## config.mk

```make
export PLATFORM = sky130hd
export DESIGN_NAME = instr_fetch_flat
export DESIGN_NICKNAME = d
export VERILOG_FILES = /design/src/rtl/instr_fetch_if.sv /design/src/rtl/instr_fetch.sv /design/src/flat_wrapper.sv
export SDC_FILE = /design/constraint.sdc
export NUM_CORES = 1
export LEC_CHECK = 0
export CORE_AREA = 3 3 97 99
export CTS_CLUSTER_DIAMETER = 60
export CTS_CLUSTER_SIZE = 24
export DETAILED_ROUTE_END_ITERATION = 6
export DIE_AREA = 0 0 100 102
export GPL_TIMING_DRIVEN = 0
export PLACE_DENSITY = 0.95
export SETUP_SLACK_MARGIN = 0.1
export SLEW_MARGIN = 0
export SYNTH_ARGS = -nofsm -noshare
export SYNTH_HDL_FRONTEND = slang
export SYNTH_SLANG_ARGS = --single-unit
export TNS_END_PERCENT = 5
```

## constraint.sdc

```tcl
create_clock -name clk -period 3.4 [get_ports clk]
set_input_delay 0.34 -clock clk [delete_from_list [all_inputs] [get_ports clk]]
set_output_delay 0.34 -clock clk [all_outputs]
set_load 0.01 [all_outputs]
```

## src/rtl/instr_fetch_if.sv

```systemverilog
// Instruction-memory request/ack bus between the fetch stage (master) and imem (slave).
interface instr_fetch_if;
  logic        req;
  logic [31:0] addr;
  logic        ack;
  logic [31:0] rdata;

  modport master (output req, addr, input  ack, rdata);
  modport slave  (input  req, addr, output ack, rdata);
endinterface

```

## src/rtl/instr_fetch.sv

```systemverilog
// Fetch stage: holds the PC, fetches one instruction at a time over req/ack and presents it until consumed.
// Optional macro MISALIGN_TRAP_EN: a misaligned branch/jump target traps (sticky fetch_err) instead of being aligned.
module instr_fetch #(
  parameter logic [31:0] RESET_PC  = 32'h0000_0000,
  parameter logic [31:0] NOP_INSTR = 32'h0000_0013
) (
  input  logic                clk,
  input  logic                rst_n,
  instr_fetch_if.master       imem,
  input  logic                stall,
  input  logic                pc_src,
  input  logic [31:0]         pc_target,
  output logic                instr_valid,
  output logic [31:0]         instr,
  output logic [31:0]         pc,
  output logic [6:0]          op,
  output logic [2:0]          f3,
  output logic [6:0]          f7,
  output logic [4:0]          rd,
  output logic [4:0]          rs1,
  output logic [4:0]          rs2,
  output logic                fetch_err
);

  typedef enum logic [1:0] {
    REQ  = 2'd0,
    HOLD = 2'd1
`ifdef MISALIGN_TRAP_EN
    , TRAP = 2'd2
`endif
  } state_t;

  state_t      state, nextState;
  logic        consume;
  logic        ackTaken;
  logic [31:0] pcNext;

  assign ackTaken = (state == REQ) && imem.ack;
  assign consume  = (state == HOLD) && instr_valid && !stall;

`ifdef MISALIGN_TRAP_EN
  logic misalign;
  assign misalign = pc_src && (pc_target[1:0] != 2'b00);
  // The faulting target is kept verbatim so the trap handler can see it.
  assign pcNext   = pc_src ? pc_target : pc + 32'd4;
`else
  assign pcNext   = pc_src ? (pc_target & 32'hFFFF_FFFC) : pc + 32'd4;
`endif

  // State register
  always_ff @(posedge clk) begin
    if (!rst_n) state <= REQ;
    else        state <= nextState;
  end

  // Next-state logic
  always_comb begin
    nextState = state;
    case (state)
      REQ:  if (imem.ack) nextState = HOLD;
      HOLD: if (consume) begin
        nextState = REQ;
`ifdef MISALIGN_TRAP_EN
        if (misalign) nextState = TRAP;
`endif
      end
      default: nextState = state;
    endcase
  end

  // Outputs: request is suppressed combinationally during reset
  always_comb begin
    imem.req  = 1'b0;
    imem.addr = pc;
    if (rst_n && state == REQ) imem.req = 1'b1;
  end

  always_ff @(posedge clk) begin
    if (!rst_n) begin
      pc          <= RESET_PC;
      instr       <= NOP_INSTR;
      instr_valid <= 1'b0;
    end else if (ackTaken) begin
      instr       <= imem.rdata;
      instr_valid <= 1'b1;
    end else if (consume) begin
      pc          <= pcNext;
      instr       <= NOP_INSTR;
      instr_valid <= 1'b0;
    end
  end

`ifdef MISALIGN_TRAP_EN
  always_ff @(posedge clk) begin
    if (!rst_n)                   fetch_err <= 1'b0;
    else if (consume && misalign) fetch_err <= 1'b1;
  end
`else
  assign fetch_err = 1'b0;
`endif

  assign op  = instr[6:0];
  assign rd  = instr[11:7];
  assign f3  = instr[14:12];
  assign rs1 = instr[19:15];
  assign rs2 = instr[24:20];
  assign f7  = instr[31:25];

endmodule

```

## src/flat_wrapper.sv

```systemverilog
// flat-port wrapper written by rule: the top's interface ports become plain ports
module instr_fetch_flat 
#(
  parameter logic [31:0] RESET_PC  = 32'h0000_0000,
  parameter logic [31:0] NOP_INSTR = 32'h0000_0013
)
  (clk, rst_n, stall, pc_src, pc_target, instr_valid, instr, pc, op, f3, f7, rd, rs1, rs2, fetch_err, imem_req, imem_addr, imem_ack, imem_rdata);
  instr_fetch_if imem_i ();
  input  logic clk;
  input  logic rst_n;
  input  logic stall;
  input  logic pc_src;
  input  logic [31:0] pc_target;
  output logic instr_valid;
  output logic [31:0] instr;
  output logic [31:0] pc;
  output logic [6:0] op;
  output logic [2:0] f3;
  output logic [6:0] f7;
  output logic [4:0] rd;
  output logic [4:0] rs1;
  output logic [4:0] rs2;
  output logic fetch_err;
  output wire logic [$bits(imem_i.req)-1:0] imem_req;
  output wire logic [$bits(imem_i.addr)-1:0] imem_addr;
  input wire logic [$bits(imem_i.ack)-1:0] imem_ack;
  input wire logic [$bits(imem_i.rdata)-1:0] imem_rdata;
  assign imem_req = imem_i.req;
  assign imem_addr = imem_i.addr;
  assign imem_i.ack = imem_ack;
  assign imem_i.rdata = imem_rdata;
  instr_fetch #(.RESET_PC(RESET_PC), .NOP_INSTR(NOP_INSTR)) u_core (.clk(clk), .rst_n(rst_n), .imem(imem_i), .stall(stall), .pc_src(pc_src), .pc_target(pc_target), .instr_valid(instr_valid), .instr(instr), .pc(pc), .op(op), .f3(f3), .f7(f7), .rd(rd), .rs1(rs1), .rs2(rs2), .fetch_err(fetch_err));
endmodule
```

# After elaboration in Yosys (flattened, before gate mapping)
# Index checks and enable logic that the tools add are counted.
# word_totals
regBits	67
in_bits	69
out_inout_bits	131
elab_cells	28
# classes
add_sub_neg	1
eq_ne	3
mux	9
n_bitwise	1
n_reduce_logical	10
# op_table
cell	n
$mux W32	3
$add A32 B3 Y32 const B	1
$logic_and A1 B1 Y1	4
$mux W2	2
$pmux W2 S2	1
$reduce_bool A2 Y1	2
$mux W1	3
$reduce_and A3 Y1	1
$eq A2 B1 Y1 const B	1
$logic_not A2 Y1	1
$ne A2 B1 Y1 const B	1
$ne A2 B2 Y1 const B	1
$reduce_and A2 Y1	1
$logic_not A1 Y1	1
$not A1 Y1	1

# Logic depth before layout (Yosys ltp)
# Gate-level depths: netlist of the first run.
# logic_depth
depth_word	5
ltp_mapped	6

# Worst setup path after synthesis of the first run
# No wires, ideal clock.
# synth_timing
path_type	reg-to-reg
from	register u_core.pc[12], in the netlist u_core.imem.addr[12]
to	register u_core.pc[26], in the netlist u_core.imem.addr[26]
setup_ps	79
arrival_time_ps	1737
required_time_ps	3321
setup_slack_ps	1584
stages_incl_launch_ff	5
n_path_buf	0
cell_sequence	dfxtp_1 -> nand3_4 -> or4_4 -> or4_1 -> o211ai_1
# synth_between
elab_chain_cells	2
# synth_rtl
element	line	rtl
start, declared	instr_fetch.sv:15	output logic [31:0] pc,
start signal, assigned	instr_fetch.sv:87	pc <= pcNext;
$add A32 B3 Y32	instr_fetch.sv:47	assign pcNext = pc_src ? (pc_target & 32'hFFFF_FFFC) : pc + 32'd4;
$mux W32	instr_fetch.sv:47	
# No other way between the ends.
# A chain may end at the register's enable or synchronous reset.

# Final worst setup path of the first run
# layout_timing
from	input port rst_n
to	output port imem_req
# layout_between
elab_chain_cells	2
# layout_rtl
element	line	rtl
start, declared	flat_wrapper.sv:10	input logic rst_n;
$logic_and A1 B1 Y1	instr_fetch.sv:75	if (rst_n && state == REQ) imem.req = 1'b1;
$mux W1	instr_fetch.sv:75	
end, declared	flat_wrapper.sv:24	output wire logic [$bits(imem_i.req)-1:0] imem_req;
# No other way between the ends.

==> results of run 1 <==
-- layer usage --
metal / part of all wire [%] / track usage (%)
met5: 0 / 0
met3: 9.3 / 7.304
met1: 37 / 33.58
met2: 51 / 44.13
met4: 2.9 / 12.64
-- flip-flops by register name, summed over array words and instances, names as in the netlist --
name	flops
u_core.imem.addr	30
u_core.instr_valid	1
u_core.instr	32
u_core.state	1
-- cell families (layout without fill, tap and decap cells) --
group / Yosys count / count (layout) / share of synthesized area (%)
AND/OR/NAND/NOR: 142 / 142 / 21.30
AO/OA/AOI/OAI: 121 / 121 / 24.43
buffers and inverters: 108 / 314 / 17.94
other: 1 / 5 / 0.1018
flip-flops: 64 / 64 / 34.79
adder cells (fa/ha/maj): 1 / 1 / 0.3397
multiplexers: 4 / 4 / 1.087
-- final cells by class --
class / instances / share of cell area (%)
Buffer: 99 / 10.51
Multi-Input combinational cell: 273 / 29.44
Inverter: 9 / 0.5666
Sequential cell: 64 / 21.49
Clock inverter: 6 / 1.511
Tap cell: 108 / 2.267
Clock buffer: 10 / 2.308
Timing Repair Buffer: 190 / 31.90
-- path summary, 6_finish.rpt --
path | slack [ps] | to
worst max-delay path | 840 | imem_req
worst min-delay path | 410 | u_core.instr_valid
worst max register to register | 970 | u_core.imem.addr[20]
worst min register to register | 490 | u_core.instr_valid
-- through the flow --
| step | area, um2 | hold slack (ps) |
|---|---|---|
| after CTS | 5962 | 409.9 |
| after global routing | 5962 | 433.0 |
| after global placement | 5734 | 475.4 |
| final | 5962 | 409.7 |
| after detailed placement | 5734 | 484.3 |
| after floorplan | 3697 | 455.8 |
-- synthesized netlist by cell type (all sizes together) (2+ instances only) --
library cell  number
a21oi             17
a22o              30
o21ai             15
nor2b              3
and2               6
nand2             25
nand3             22
or4                2
o211ai             3
buf               73
dfxtp             64
nand4             13
nor4              11
o311a              2
inv                9
a22oi              3
clkbuf            26
a31oi             16
o2bb2ai            5
nor3              13
mux2i              4
a311o              3
and4               7
o311ai             2
and3              10
a211oi             3
o31ai              2
or3                5
a32oi              3
o22a               3
nand3b             2
nor2              20
-- power by group through the flow --
| stage | combinational [mW] | clock, mW | sequential (mW) |
|---|---|---|---|
| 4_1_cts | 0.414 | 0.767 | 0.823 |
| 5_1_grt | 0.440 | 0.801 | 0.829 |
| 6_report | 0.416 | 0.769 | 0.824 |
| 2_1_floorplan | 0.158 | 0 | 0.844 |
| 3_5_place_dp | 0.410 | 0 | 0.839 |
| 3_3_place_gp | 0.401 | 0 | 0.838 |
-- worst min-delay path, cell delays in order --
cell and delay, ps:
buf_2 170, nand2_1 150, nand2_1 60
==> impl_metrics.py, run 1 <==
metrics = {
    "power": {
        "p_switching_mw": 0.5398,
        "p_per_area_mw_per_mm2": 336.9,
        "p_leak_nw": 2.230,
        "vdd_drop_max_mv": 0.3171,
        "netSwitchingFraction_pct": 26.87,
        "fin_total_pwr_mw": 2.009,
        "p_seq_share_pct": 41.0,
        "pwr-share-clk_pct": 38.3,
        "p_comb_share_pct": 20.7,
        "intPower_mw": 1.469,
    },
    "worst_setup_path": {
        "r2r_cells": 5,
        "cp.depth": 6,
        "endpoint_kind": "output pin",
        "max_stage_delay_ps": 550,
        "critPathBufInv": 5,
        "rr_startpoint": "u_core.imem.addr[2]",
        "worstSetupPathType": "input pin to output pin",
        "arrival_ps": 2220,
        "critPathRequiredTime_ps": 3060,
        "cp_slowest_cell": "buf_1",
        "cp-start-kind": "input pin",
        "crit_fanout": 10,
        "crit_start": "rst_n",
        "path_delay_family": "buffers and inverters",
        "crit_chain": "buf_2, inv_1, clkbuf_1, buf_1, nor2_1, clkdlybuf4s50_1",
    },
    "route": {
        "drc": 0,
        "via_per_inst": 5.769,
        "wl_um": 14430,
        "vias": 4379,
        "routedWlPerCell_um": 19.01,
        "ant_nets": 0,
        "detail_route.first_pass.iterations": 6,
        "drt-initial-drc-count": 418,
    },
    "logic_synthesis": {
        "synth_cell_type_count": 58,
        "synth_area_per_cell_um2": 8.350,
        "yosysSeqAreaShare_pct": 34.79,
        "yosysTopAreaCellShare_pct": 34.79,
        "synthCells": 441,
        "synth_edf_count": 0,
        "yosys_warnings": 0,
        "synth_ff_type": "dfxtp_1",
        "synth_area_leaders": "dfxtp_1, buf_4, a22o_1, nand3_1, a31oi_1",
        "synth_area_mm2": 0.003682,
        "async_reset_ff_share_pct": 0,
        "yosys.area.top_type": "dfxtp_1",
        "synth_seq_cells": 64,
    },
    "job": {
        "maxCapViolCount": 0,
    },
    "placement": {
        "hpwl_um": 10730,
        "gp_congestion": 0.9537,
        "dp_slack_ps": 890.4,
        "place_inst": 743,
        "numPortBuffers": 190,
    },
    "worst_hold_path": {
        "holdPathStages": 3,
        "min_path_type": "input pin to flip-flop",
        "worstHoldStart": "rst_n",
    },
    "clock_network": {
        "cts_resized": 0,
        "tritoncts": "yes",
        "path_clk_slew_ps": 70,
        "cts_hold_buffers": 0,
        "cts_root_buf": "clkbuf_8",
        "postCtsSetupBuffers": 0,
        "clock_latency_ps": 370,
        "cts_buffer_depth": 2,
        "cts.htree.levels": 3,
        "clock_sinks": 64,
        "numCtsBuffers": 9,
    },
    "die": {
        "dieWidth_um": 100,
        "dieArea_mm2": 0.01020,
        "core_area_mm2": 0.008636,
        "start_util_pct": 42.64,
        "pin_count": 200,
        "die_y_um": 102,
        "fp-row-count": 34,
    },
    "global_routing": {
        "grt_pass1_vias": 4288,
        "grt_pass1_wl_um": 21820,
        "grt_usage_pct": 27.11,
        "antenna_found_initial": 0,
        "grt_overflow": 0,
        "grt_max_degree": 13,
    },
    "sta": {
        "hold_viol": 0,
        "setup_viol": 0,
        "post-route-period-util_pct": 75.19,
        "clock_skew_ps": 15.66,
        "fin_tns_setup_ps": 0,
        "tightest_slew_ps": 991.9,
        "slew_viol_final": 0,
        "slew_headroom_pct": 33.36,
        "setup_slack_ps": 843.4,
        "max_freq_mhz": 391.1,
        "rsz0062_at_grt": "no",
        "period_needed_ps": 2557,
    },
    "final_layout": {
        "regArea_mm2": 0.001281,
        "nFillCells": 687,
        "layout_common_cells": "clkdlybuf4s50_1, buf_4, dfxtp_1",
        "syn_to_final_growth_pct": 61.91,
        "drive_gt1_share_pct": 14.13,
        "final_nets": 716,
        "antenna_cells": 0,
        "layout.cells.non_filler": 759,
        "final_common_cell": "clkdlybuf4s50_1",
        "multi_input_area_mm2": 0.001755,
        "final_util_pct": 69.04,
    },
    "status": {
        "outcome": "completed",
    },
}
Power figures use the tool's default switching activity.
==> run 2, diff against run 1 <==
Settings changed: CORE_AREA 3 3 97 99 to 3 3 106 108, DIE_AREA 0 0 100 102 to 0 0 109 111, PLACE_DENSITY 0.95 to 0.85.
Clock period 3.4 ns to 2.3 ns, I/O delays scaled along.
==> impl_metrics.py, run 2 (synthesized netlist as in run 1, its figures left out) <==
metrics = {
    "status": {
        "outcome": "completed",
    },
    "die": {
        "die_y_um": 111,
        "dieArea_mm2": 0.01210,
        "dieWidth_um": 109,
        "start_util_pct": 35.67,
        "core_area_mm2": 0.01032,
        "fp-row-count": 37,
        "pin_count": 200,
    },
    "sta": {
        "clock_skew_ps": 7.559,
        "holdWs_ps": 312.7,
        "hold_viol": 0,
        "period_needed_ps": 2227,
        "post-route-period-util_pct": 96.84,
        "max_freq_mhz": 449.0,
        "fin_tns_setup_ps": 0,
        "setup_viol": 0,
        "slew_viol_final": 0,
        "slew_headroom_pct": 39.18,
        "tightest_slew_ps": 903.9,
        "rsz0062_at_grt": "yes",
    },
    "power": {
        "p_per_area_mw_per_mm2": 484.9,
        "vdd_drop_max_mv": 0.2999,
        "fin_total_pwr_mw": 2.910,
        "p_leak_nw": 2.243,
    },
    "final_layout": {
        "final_common_cell": "clkdlybuf4s50_1",
        "antenna_cells": 0,
        "regMostFlops": "u_core.instr",
        "layout_common_cells": "clkdlybuf4s50_1, buf_4, dfxtp_1",
        "final_nets": 716,
        "drive_gt1_share_pct": 14.44,
        "nFillCells": 936,
        "syn_to_final_growth_pct": 62.96,
        "largest_register_ffs": 32,
        "layout.cells.non_filler": 787,
    },
    "clock_network": {
        "cts.htree.levels": 3,
        "cts_buffer_depth": 2,
        "postCtsSetupBuffers": 0,
        "tritoncts": "yes",
        "clock_sinks": 64,
        "cts_root_buf": "clkbuf_8",
        "cts_hold_buffers": 0,
        "path_clk_slew_ps": 80,
        "numCtsBuffers": 9,
        "clock_latency_ps": 350,
    },
    "worst_hold_path": {
        "min_path_type": "input pin to flip-flop",
    },
    "global_routing": {
        "grt_usage_pct": 24.20,
        "antenna_found_initial": 0,
        "grt_pass1_vias": 4227,
        "grt_max_degree": 12,
        "grt_overflow": 0,
        "grt_pass1_wl_um": 23170,
    },
    "worst_setup_path": {
        "endpoint_kind": "flip-flop",
        "crit_fanout": 9,
        "worstSetupPathType": "flip-flop to flip-flop",
        "critPathRequiredTime_ps": 2530,
        "cp-start-kind": "flip-flop",
        "arrival_ps": 2460,
    },
    "placement": {
        "place_inst": 771,
        "numPortBuffers": 190,
        "gp_congestion": 0.9493,
        "hpwl_um": 11070,
    },
    "route": {
        "ant_nets": 0,
        "detail_route.first_pass.iterations": 5,
        "via_per_inst": 5.508,
        "drt-initial-drc-count": 383,
        "wl_um": 14720,
        "vias": 4335,
        "routedWlPerCell_um": 18.70,
        "drc": 0,
    },
    "job": {
        "maxCapViolCount": 0,
    },
}
[run 2: critical path, stage by stage, from the launching register on]
cell and delay [ps]:
dfxtp_1 360, buf_2 210, nand4_1 260, nor4_1 760
a211oi_1 170, a311o_1 340
[run 2: what timing repair did]
action	in CTS	in global routing
gates resized for setup	2	4
endpoints found under the hold margin	0	0
pin swaps	0	0
endpoints found under the setup margin	5	14
[run 2: final cells by class]
| class | instances | area [um2] | share of cell area (%) |
|---|---|---|---|
| clock inverters | 5 | 81.33 | 1.355 |
| inverters | 9 | 33.78 | 0.5630 |
| clock buffers | 11 | 131.4 | 2.189 |
| multi-input cells | 273 | 1772 | 29.52 |
| repair buffers | 190 | 1902 | 31.69 |
| well taps | 136 | 170.2 | 2.836 |
| flip-flops and latches | 64 | 1281 | 21.35 |
| plain buffers | 99 | 629.4 | 10.49 |
[run 2: path summary, 6_finish.rpt]
path / slack (ps) / cells past startpoint / start / to
max reg2reg: 70 / 5 / u_core.imem.addr[11] / u_core.imem.addr[23]
min: 310 / 3 / rst_n / u_core.instr_valid
min reg2reg: 490 / 2 / u_core.instr_valid / u_core.instr_valid
max: 70 / 5 / u_core.imem.addr[11] / u_core.imem.addr[23]
[run 2: report_power, final]
group	switching [mW]	internal [mW]	total [mW]
logic	0.245	0.370	0.615
registers	0.0567	1.16	1.21
clock network	0.468	0.611	1.08
[run 2: metal layers]
| layer | wire length [um] | global-route usage (%) | vias up | share of wire (%) |
|---|---|---|---|---|
| li1 | - | - | 1991 | - |
| met1 | 5878 | 30.96 | 2095 | 40 |
| met2 | 7490 | 41.40 | 219 | 51 |
| met3 | 1068 | 4.892 | 30 | 7.3 |
| met4 | 281 | 5.387 | 0 | 1.9 |
| met5 | 0 | 0 | - | 0 |
[run 2: through the flow]
step                cell area [um2]  setup WS [ps]  utilization (%)
floorplan                      3697          483.9                -
global placement               5769         -46.10            55.88
detailed placement             5769         -123.0            55.88
CTS                            5988          103.3            58.01
global route                   6001          13.11            58.13
finish                         6001          72.73            58.13
==> run 3, diff against run 2 <==
Settings changed: CORE_AREA 3 3 106 108 to 2 2 105 107, DIE_AREA 0 0 109 111 to 0 0 107 109, SKIP_CTS_REPAIR_TIMING set to 1.
==> impl_metrics.py, run 3 (synthesized netlist as in run 1, its figures left out) <==
metrics = {
    "clock_network": {
        "numCtsBuffers": 9,
        "path_clk_slew_ps": 80,
        "tritoncts": "yes",
        "cts_root_buf": "clkbuf_8",
        "cts.htree.levels": 3,
        "clock_latency_ps": 350,
        "clock_sinks": 64,
        "cts_buffer_depth": 2,
    },
    "power": {
        "p_leak_nw": 2.257,
        "p_per_area_mw_per_mm2": 493.9,
        "vdd_drop_max_mv": 0.2631,
    },
    "route": {
        "drc": 3,
        "detail_route.first_pass.iterations": 7,
        "via_per_inst": 5.434,
        "vias": 4298,
        "wl_um": 14150,
        "routedWlPerCell_um": 17.89,
        "ant_nets": 0,
        "drt-initial-drc-count": 497,
    },
    "die": {
        "fp-row-count": 38,
        "core_area_mm2": 0.01060,
        "dieArea_mm2": 0.01166,
        "dieWidth_um": 107,
        "pin_count": 200,
        "start_util_pct": 34.73,
        "die_y_um": 109,
    },
    "global_routing": {
        "grt_pass1_vias": 4150,
        "antenna_found_initial": 0,
        "grt_max_degree": 13,
        "grt_pass1_wl_um": 21190,
        "grt_usage_pct": 23.06,
        "grt_overflow": 0,
    },
    "sta": {
        "post-route-period-util_pct": 95.73,
        "clock_skew_ps": 7.552,
        "slew_viol_final": 0,
        "tightest_slew_ps": 651.2,
        "setup_viol": 0,
        "period_needed_ps": 2202,
        "slew_headroom_pct": 56.59,
        "max_freq_mhz": 454.2,
        "hold_viol": 0,
        "rsz0062_at_grt": "yes",
    },
    "final_layout": {
        "antenna_cells": 0,
        "regMostFlops": "u_core.instr",
        "final_util_pct": 56.92,
        "final_nets": 716,
        "design_area_mm2": 0.006035,
        "largest_register_ffs": 32,
        "drive_gt1_share_pct": 15.21,
        "layout_common_cells": "clkdlybuf4s50_1, buf_4, dfxtp_1",
        "final_common_cell": "clkdlybuf4s50_1",
        "syn_to_final_growth_pct": 63.88,
    },
    "worst_hold_path": {
        "min_path_type": "input pin to flip-flop",
        "worstHoldStart": "rst_n",
        "holdPathStages": 3,
    },
    "worst_setup_path": {
        "endpoint_kind": "output pin",
        "critPathBufInv": 5,
        "critPathRequiredTime_ps": 2070,
        "cp.depth": 6,
        "cp_slowest_cell": "clkdlybuf4s50_1",
        "r2r_cells": 6,
        "rr_startpoint": "u_core.imem.addr[2]",
        "worstSetupPathType": "input pin to output pin",
        "crit_chain": "buf_2, inv_1, clkbuf_1, clkbuf_2, nor2_1, clkdlybuf4s50_1",
        "crit_fanout": 10,
        "path_delay_family": "buffers and inverters",
        "crit_start": "rst_n",
        "cp-start-kind": "input pin",
        "max_stage_delay_ps": 510,
        "arrival_ps": 1970,
    },
    "status": {
        "outcome": "finished with violations",
        "violations": "design-rule violations",
    },
    "placement": {
        "hpwl_um": 10520,
        "numPortBuffers": 190,
        "gp_congestion": 0.9327,
        "dpl_cell_area_mm2": 0.005774,
    },
    "job": {
        "maxCapViolCount": 0,
    },
}
==> run 3: cell types whose count changed in the layout (fill, tap and decap cells not counted) <==
cell	before	now
buf_2	4	3
clkbuf_1	27	24
clkbuf_2	1	3
clkbuf_8	9	10
clkinv_4	1	0
inv_6	0	2
nor4_1	11	9
nor4_2	0	2
o311ai_0	2	1
o311ai_1	0	1
==> run 3: per-stage QoR <==
step | setup TNS (ps) | cells | setup slack, ps | hold slack (ps) | power [mW]
after CTS | -71.90 | 791 | -61.61 | 288.3 | 2.989
final | 0 | 791 | 98.17 | 312.2 | 2.981
after global routing | 0 | 791 | 61.49 | 314.2 | 3.087
after detailed placement | -123.0 | 775 | -43.40 | 482.7 | 1.847
after floorplan | 0 | 445 | 483.9 | 345.8 | 1.482
after global placement | -80.67 | 775 | -30.74 | 478.6 | 1.834
==> run 3: worst paths after layout <==
path	endpoint	slack, ps
hold reg to reg	u_core.instr_valid	510
hold / removal	u_core.instr_valid	310
setup / recovery	imem_req	100
setup reg to reg	u_core.imem.addr[26]	200
==> run 3: final cells by class <==
class	instances	area [um2]
inverter	9	33.78
buffer	99	630.6
fill	930	4568
timing repair buffer	190	1902
sequential	64	1281
clock buffer	10	137.6
tap	140	175.2
multi-input combinational	273	1784
clock inverter	6	90.09
==> run 3: where the power goes <==
group,internal (mW),switching [mW]
registers,1.16,0.0592
clock network,0.646,0.506
logic,0.370,0.242
total,2.17,0.807
==> run 3: metal layers <==
layer | GRT usage, % | wire, um | vias to the layer above
met3 | 4.483 | 1224 | 41
met4 | 9.740 | 359 | 0
met1 | 28.46 | 5472 | 2009
met2 | 39.35 | 7092 | 246
li1 | - | - | 2002
met5 | 0 | 0 | -
==> run 3: worst register-to-register path, cell delays in order (launching register included) <==
cell and delay, ps:
dfxtp_1 500, ha_1 270, and3_1 170, clkbuf_1 220, nand2_1 190, or4_1 560
o211ai_1 110
